### src/rtl/bnn_pkg.sv
`default_nettype none
// ============================================================================
// Module      : bnn_pkg
// Description : Shared definitions for the sequential BNN classifier: the
//               control FSM state encoding and width helper functions used
//               to size the class counters, index registers and the
//               hidden-neuron accumulators.
// Contents    : state_t        - IDLE / HIDDEN / ARGMAX / DONE
//               sum_w(m)       - width of a popcount over m neurons
//               ium_w(n, b)    - width of a sum of n b-bit features
//               idx_w(x)       - width of an index into x items (min 1)
// Revision    : 1.0 - initial release
// ============================================================================
package bnn_pkg;

  typedef enum logic [1:0] {
    IDLE   = 2'd0,
    HIDDEN = 2'd1,
    ARGMAX = 2'd2,
    DONE   = 2'd3
  } state_t;

  // Popcount of up to m set bits.
  function automatic int sum_w(input int m);
    return $clog2(m + 1);
  endfunction

  // Sum of up to n unsigned b-bit operands, never overflows.
  function automatic int ium_w(input int n, input int b);
    return $clog2(n + 1) + b;
  endfunction

  // Index register width; a single-entry range still needs one bit.
  function automatic int idx_w(input int x);
    return (x > 1) ? $clog2(x) : 1;
  endfunction

endpackage
`default_nettype wire

### src/rtl/bnn_neuron_eval.sv
`default_nettype none
// ============================================================================
// Module      : bnn_neuron_eval
// Description : Purely combinational evaluation of one binary hidden neuron.
//               Features whose mask bit is 1 go to the positive sum, the
//               rest to the negative sum; mid = (pos >= neg), ties give 1.
// Ports       : sample [N*B-1:0] in  packed features, inm[0] in the MS slice
//               w_row  [N-1:0]   in  sign mask row; bit i belongs to inm[i]
//               mid              out neuron output bit
// Revision    : 1.0 - initial release
// ============================================================================
module bnn_neuron_eval
  import bnn_pkg::*;
#(
  parameter int N = 11,
  parameter int B = 4
) (
  input  logic [N*B-1:0] sample,
  input  logic [N-1:0]   w_row,
  output logic           mid
);

  localparam int IW = ium_w(N, B);

  logic [IW-1:0] pos_sum;
  logic [IW-1:0] neg_sum;

  // Feature i lives at sample[(N-1-i)*B +: B] because inm[0] is the MS slice.
  always_comb begin
    pos_sum = '0;
    neg_sum = '0;
    for (int i = 0; i < N; i++) begin
      if (w_row[i]) pos_sum = pos_sum + IW'(sample[(N-1-i)*B +: B]);
      else          neg_sum = neg_sum + IW'(sample[(N-1-i)*B +: B]);
    end
    mid = (pos_sum >= neg_sum);
  end

endmodule
`default_nettype wire

### src/rtl/bnn_seq_classifier.sv
`default_nettype none
// ============================================================================
// Module      : bnn_seq_classifier
// Description : Sequential binary neural network classifier. One hidden
//               neuron is evaluated per clock while C class popcounts are
//               accumulated; the argmax is then resolved serially (lowest
//               index wins ties) and returned over a valid/ready handshake.
// Ports       : clk                 in  clock, rising edge
//               rst_n               in  asynchronous active-low reset
//               in_valid / in_ready in/out sample handshake (ready in IDLE)
//               inp [N*B-1:0]       in  packed features, inm[0] is MS slice
//               out_valid/out_ready out/in result handshake (valid in DONE)
//               klass [$clog2(C)]   out winning class index
//               score [$clog2(M+1)] out popcount of the winning class
// Revision    : 1.0 - initial release
// ============================================================================
module bnn_seq_classifier
  import bnn_pkg::*;
#(
  parameter int             N  = 11,
  parameter int             M  = 40,
  parameter int             B  = 4,
  parameter int             C  = 7,
  parameter logic [M*N-1:0] W1 = '0,
  parameter logic [C*M-1:0] W2 = '0,
  localparam int            KW = idx_w(C),
  localparam int            SW = sum_w(M)
) (
  input  logic           clk,
  input  logic           rst_n,
  input  logic           in_valid,
  output logic           in_ready,
  input  logic [N*B-1:0] inp,
  output logic           out_valid,
  input  logic           out_ready,
  output logic [KW-1:0]  klass,
  output logic [SW-1:0]  score
);

  localparam int JW = idx_w(M);

  state_t          state;
  state_t          state_nxt;
  logic [N*B-1:0]  sample;
  logic [JW-1:0]   j;
  logic [KW-1:0]   k;
  logic [KW-1:0]   best_idx;
  logic [SW-1:0]   best_score;
  logic [SW-1:0]   cnt [C];
  logic [N-1:0]    w1_rows [M];
  logic            mid;
  logic            accept;
  logic            last_j;
  logic            last_k;
  logic            take;

  // Unpack W1 into per-neuron rows so the running index selects a row.
  for (genvar jj = 0; jj < M; jj++) begin : g_w1_row
    assign w1_rows[jj] = W1[jj*N +: N];
  end

  bnn_neuron_eval #(
    .N (N),
    .B (B)
  ) u_neuron (
    .sample (sample),
    .w_row  (w1_rows[j]),
    .mid    (mid)
  );

  assign accept = in_valid & in_ready;
  assign last_j = (j == JW'(M - 1));
  assign last_k = (k == KW'(C - 1));
  // Index 0 seeds the running best; later entries replace it only when
  // strictly greater so the lowest index keeps a tie.
  assign take   = (k == '0) || (cnt[k] > best_score);

  // --------------------------------------------------------------------------
  // Control FSM
  // --------------------------------------------------------------------------
  always_ff @(posedge clk or negedge rst_n) begin
    if (!rst_n) state <= IDLE;
    else        state <= state_nxt;
  end

  always_comb begin
    state_nxt = state;
    in_ready  = 1'b0;
    out_valid = 1'b0;
    case (state)
      IDLE: begin
        in_ready = 1'b1;
        if (in_valid) state_nxt = HIDDEN;
      end
      HIDDEN: if (last_j) state_nxt = ARGMAX;
      ARGMAX: if (last_k) state_nxt = DONE;
      DONE: begin
        out_valid = 1'b1;
        if (out_ready) state_nxt = IDLE;
      end
      default: state_nxt = IDLE;
    endcase
  end

  // --------------------------------------------------------------------------
  // Sample register, neuron/argmax indices and result registers
  // --------------------------------------------------------------------------
  always_ff @(posedge clk or negedge rst_n) begin
    if (!rst_n) begin
      sample     <= '0;
      j          <= '0;
      k          <= '0;
      best_idx   <= '0;
      best_score <= '0;
      klass      <= '0;
      score      <= '0;
    end else begin
      if (accept) begin
        sample <= inp;
        j      <= '0;
      end
      if (state == HIDDEN) begin
        if (last_j) begin
          j <= '0;
          k <= '0;
        end else begin
          j <= j + JW'(1);
        end
      end
      if (state == ARGMAX) begin
        if (!last_k) k <= k + KW'(1);
        if (take) begin
          best_idx   <= k;
          best_score <= cnt[k];
        end
        // The final comparison is folded straight into the result registers.
        if (last_k) begin
          klass <= take ? k      : best_idx;
          score <= take ? cnt[k] : best_score;
        end
      end
    end
  end

  // --------------------------------------------------------------------------
  // Class popcounts: class c counts mid where its W2 bit is 1, ~mid where 0.
  // --------------------------------------------------------------------------
  for (genvar c = 0; c < C; c++) begin : g_cnt
    localparam logic [M-1:0] ROW = W2[c*M +: M];
    always_ff @(posedge clk or negedge rst_n) begin
      if (!rst_n)                                cnt[c] <= '0;
      else if (accept)                           cnt[c] <= '0;
      else if (state == HIDDEN && mid == ROW[j]) cnt[c] <= cnt[c] + SW'(1);
    end
  end

endmodule
`default_nettype wire

### config.mk
export PLATFORM = sky130hd
export DESIGN_NAME = bnn_seq_classifier
export DESIGN_NICKNAME = d
export VERILOG_FILES = /design/src/rtl/bnn_pkg.sv /design/src/rtl/bnn_neuron_eval.sv /design/src/rtl/bnn_seq_classifier.sv
export SDC_FILE = /design/constraint.sdc
export NUM_CORES = 1
export LEC_CHECK = 0
export BUFFER_PORTS_ARGS = -buffer_cell sky130_fd_sc_hd__clkbuf_2
export CELL_PAD_IN_SITES_DETAIL_PLACEMENT = 1
export CELL_PAD_IN_SITES_GLOBAL_PLACEMENT = 2
export CORE_MARGIN = 3
export CORE_UTILIZATION = 35
export DETAILED_ROUTE_END_ITERATION = 8
export HOLD_SLACK_MARGIN = 0.12
export PLACE_DENSITY_LB_ADDON = 0.1
export SLEW_MARGIN = 10
export SYNTH_ARGS = -nofsm -noshare
export SYNTH_HDL_FRONTEND = slang
export SYNTH_SLANG_ARGS = --single-unit
### constraint.sdc
create_clock -name clk -period 7.8 [get_ports clk]
set_input_delay 1.56 -clock clk [delete_from_list [all_inputs] [get_ports clk]]
set_output_delay 1.56 -clock clk [all_outputs]
set_load 0.03 [all_outputs]
==> results by group <==
Critical path
  – Max FO, Critical Path: 5
  – Setup crit end kind: flip-flop
  – Buffers plus inverters on the worst setup path: 7
  – Crit path DAT: 8.46 ns
  – Top Family by Delay on Critical Path: adder cells
  – CP max stage delay: 0.58 ns
  – Kind of critical path: reg -> reg
  – Cell mode on critical path: fa_1
  – Critical Path Slowest Stage Cell: fa_1
  – CP Data Required Time: 8.13 ns
  – Setup crit start kind: flip-flop

Route
  – Antenna Nets Post-Route: 0
  – Routed WL: 21700 um
  – Drt pass-1 iters: 4
  – DRC Markers: 0
  – WL/cell: 17.1 um
  – Vias/cell: 5.43
  – 1st-iter DRT viols: 289
  – DR vias: 6887

Finish
  – Final net count: 1097
  – Final instance area: 0.00968 sq mm
  – Antenna cells: 0
  – Final Core Density: 43.8%
  – Most frequent cells in the layout: nand2_1, dfrtp_1, a21oi_1
  – Commonest non-fill, non-tap cell in the layout: nand2_1
  – Layout cells sized above 1: 20.7%
  – Area Overhead vs Synth: 21.4%

Synthesis
  – Top_reg_cell synth: dfrtp_1
  – Register area share after synthesis: 36.1%
  – Synth Area per Inst: 8.98 sq um
  – Share of flip-flops with an asynchronous set or reset: 100%
  – Post-Synthesis Cell Area: 0.00798 sq mm
  – Synth Warn #: 0
  – Syn_nets: 1007
  – Synth cell types: 70
  – Cells after Synth: 888
  – Post-synth EDFFs: 0
  – #FFs+latches synth: 115

Power
  – Power Dens Cells: 150 mW/mm^2
  – Leak pwr: 4.53 nW
  – VDD IR max: 0.0880 mV

Clocking
  – Post-cts hold buffer count: 0
  – Clock transition at the registers of the reported paths: 0.06 ns
  – Clock latency at the later pin of the worst-skew pair: 0.42 ns
  – Max Buffers Root-to-Sink: 2
  – CTS Sinks: 115
  – CTS HTree Levels: 4
  – TritonCTS buffer count: 17
  – CTS tree: built
  – Root Buffer: clkbuf_16

Place
  – Detailed placement HPWL: 14800 um
  – Dpl cell area: 0.00868 sq mm
  – Final GP Congestion: 0.765
  – I/O Buffers: 58

STA
  – Clk_skew: 0.00961 ns
  – Min setup slack post-route: -0.327 ns
  – Final worst-path cycle share: 104%
  – Unrepaired setup endpoints after global routing: yes
  – Min Tclk post-route: 8.13 ns
  – FMAX: 123 MHz
  – Headroom to the max-slew limit: 28.3%
  – Endpoints failing setup: 42
  – Fin. max-slew vios: 0
  – Slew @ Worst Pin: 1.08 ns
  – Hold Violations, Final: 0

Global route
  – Vias in the first global route: 7672
  – Initial antenna violation count: 0
  – First-pass GRT wire length: 37400 um
  – Gr usage total: 18.6%
  – Congestion Overflow GR: 0
  – Largest net degree at the start of global routing: 94

Die
  – Chip height: 157 um
  – Ports: 59
  – Starting Density: 36.1%
  – Chip width: 157 um
  – Placement Rows: 54
  – Core Area: 0.0221 sq mm
  – Die ar.: 0.0246 sq mm

Min path
  – Min-Delay Path Class: reg -> reg

Run
  – MaxCap Viol Count: 0

Status
  – Failing checks: setup timing
  – Status: finished, violations left
[final timing paths]
| check | cells past startpoint | endpoint | slack [ns] | start |
|---|---|---|---|---|
| setup reg to reg | 25 | cnt[3] | -0.33 | sample[36] |
| hold / removal | 2 | score[0] | 0.47 | score[0] |
| max in group asynchronous | 2 | cnt[27] | 5.36 | rst_n |
| hold reg to reg | 2 | score[0] | 0.47 | score[0] |
| setup / recovery | 25 | cnt[3] | -0.33 | sample[36] |
| min in group asynchronous | 1 | score[1] | 1.32 | rst_n |
[power breakdown]
group	internal [mW]	total, mW	switching [mW]
sequential	0.599	0.600	0.000554
combinational	0.0276	0.0744	0.0468
clock	0.490	0.782	0.291
total	1.12	1.46	0.339
[repair_timing]
| action | CTS | global route |
|---|---|---|
| buffers inserted | 11 | 7 |
| endpoints found under the setup margin | 42 | 42 |
| gates resized for setup | 30 | 10 |
| pin swaps | 31 | 21 |
| gates cloned | 4 | 0 |
[through the flow]
| stage | power (mW) | std cells | hold slack (ns) | setup TNS (ns) | setup slack (ns) |
|---|---|---|---|---|---|
| finish | 1.46 | 1269 | 0.475 | -10.85 | -0.327 |
| global route | 1.52 | 1269 | 0.509 | -20.96 | -0.549 |
| CTS | 1.48 | 1262 | 0.483 | -12.47 | -0.365 |
| detailed placement | 0.676 | 1217 | 0.470 | -16.43 | -0.470 |
| global placement | 0.672 | 1217 | 0.464 | -10.43 | -0.316 |
| floorplan | 0.641 | 888 | 0.450 | 0 | 0.00518 |
[area by class of cell]
cell class / instances / area (sq um)
clock buffer: 21 / 470
fill: 2560 / 12400
inverter: 44 / 165
timing repair buffer: 112 / 836
multi-input combinational: 688 / 4870
clock inverter: 9 / 106
sequential: 115 / 2880
tap: 280 / 350
[Yosys cell counts, drive strengths merged (7+ instances only)]
cell type / number / area (sq um)
a21o: 18 / 135
a21oi: 80 / 408
and3: 8 / 50.1
buf: 18 / 126
clkbuf: 23 / 86.3
dfrtp: 115 / 2880
fa: 10 / 200
ha: 61 / 763
inv: 44 / 165
mux2i: 17 / 174
nand2: 170 / 638
nand2b: 11 / 68.8
nand3: 26 / 130
nand4: 9 / 56.3
nor2: 33 / 124
nor3: 11 / 88.8
o21ai: 62 / 314
o31ai: 27 / 216
or3: 12 / 80.1
or4: 26 / 195
xnor2: 25 / 226
xor2: 7 / 61.3
[kinds of logic after synthesis]
family / synth area share (%)
XOR/XNOR: 4.49
buffers and inverters: 4.74
flip-flops: 36.1
AO/OA/AOI/OAI: 18.1
multiplexers: 4.44
adder cells (fa/ha/maj): 12.1
AND/OR/NAND/NOR: 20.1
[metal layers]
| metal | up-vias | part of all wire, % | GRT usage (%) |
|---|---|---|---|
| met4 | 0 | 2.0 | 5.75 |
| li1 | 3347 | - | - |
| met2 | 75 | 53 | 34.4 |
| met5 | - | 0 | 0 |
| met1 | 3431 | 43 | 22.0 |
| met3 | 34 | 2.1 | 2.94 |
[worst reg2reg max path: cells and delay by family (launching register included)]
kind	cells	cell delay, ns
and+or+nand+nor	3	1.12
adders and majority gates	11	5.28
buffers and inverters	7	0.64
AOI/OAI and AO/OA	3	0.46
DFF	1	0.38
xor gates and xnor gates	1	0.17
[flip-flops by register name, indices dropped and copies added, names as in the netlist]
register    count
cnt            42
best_score      6
sample         44
j               6
state           2
klass           3
k               3
score           6
best_idx        3
No activity file was read; power rests on OpenSTA's default activity.
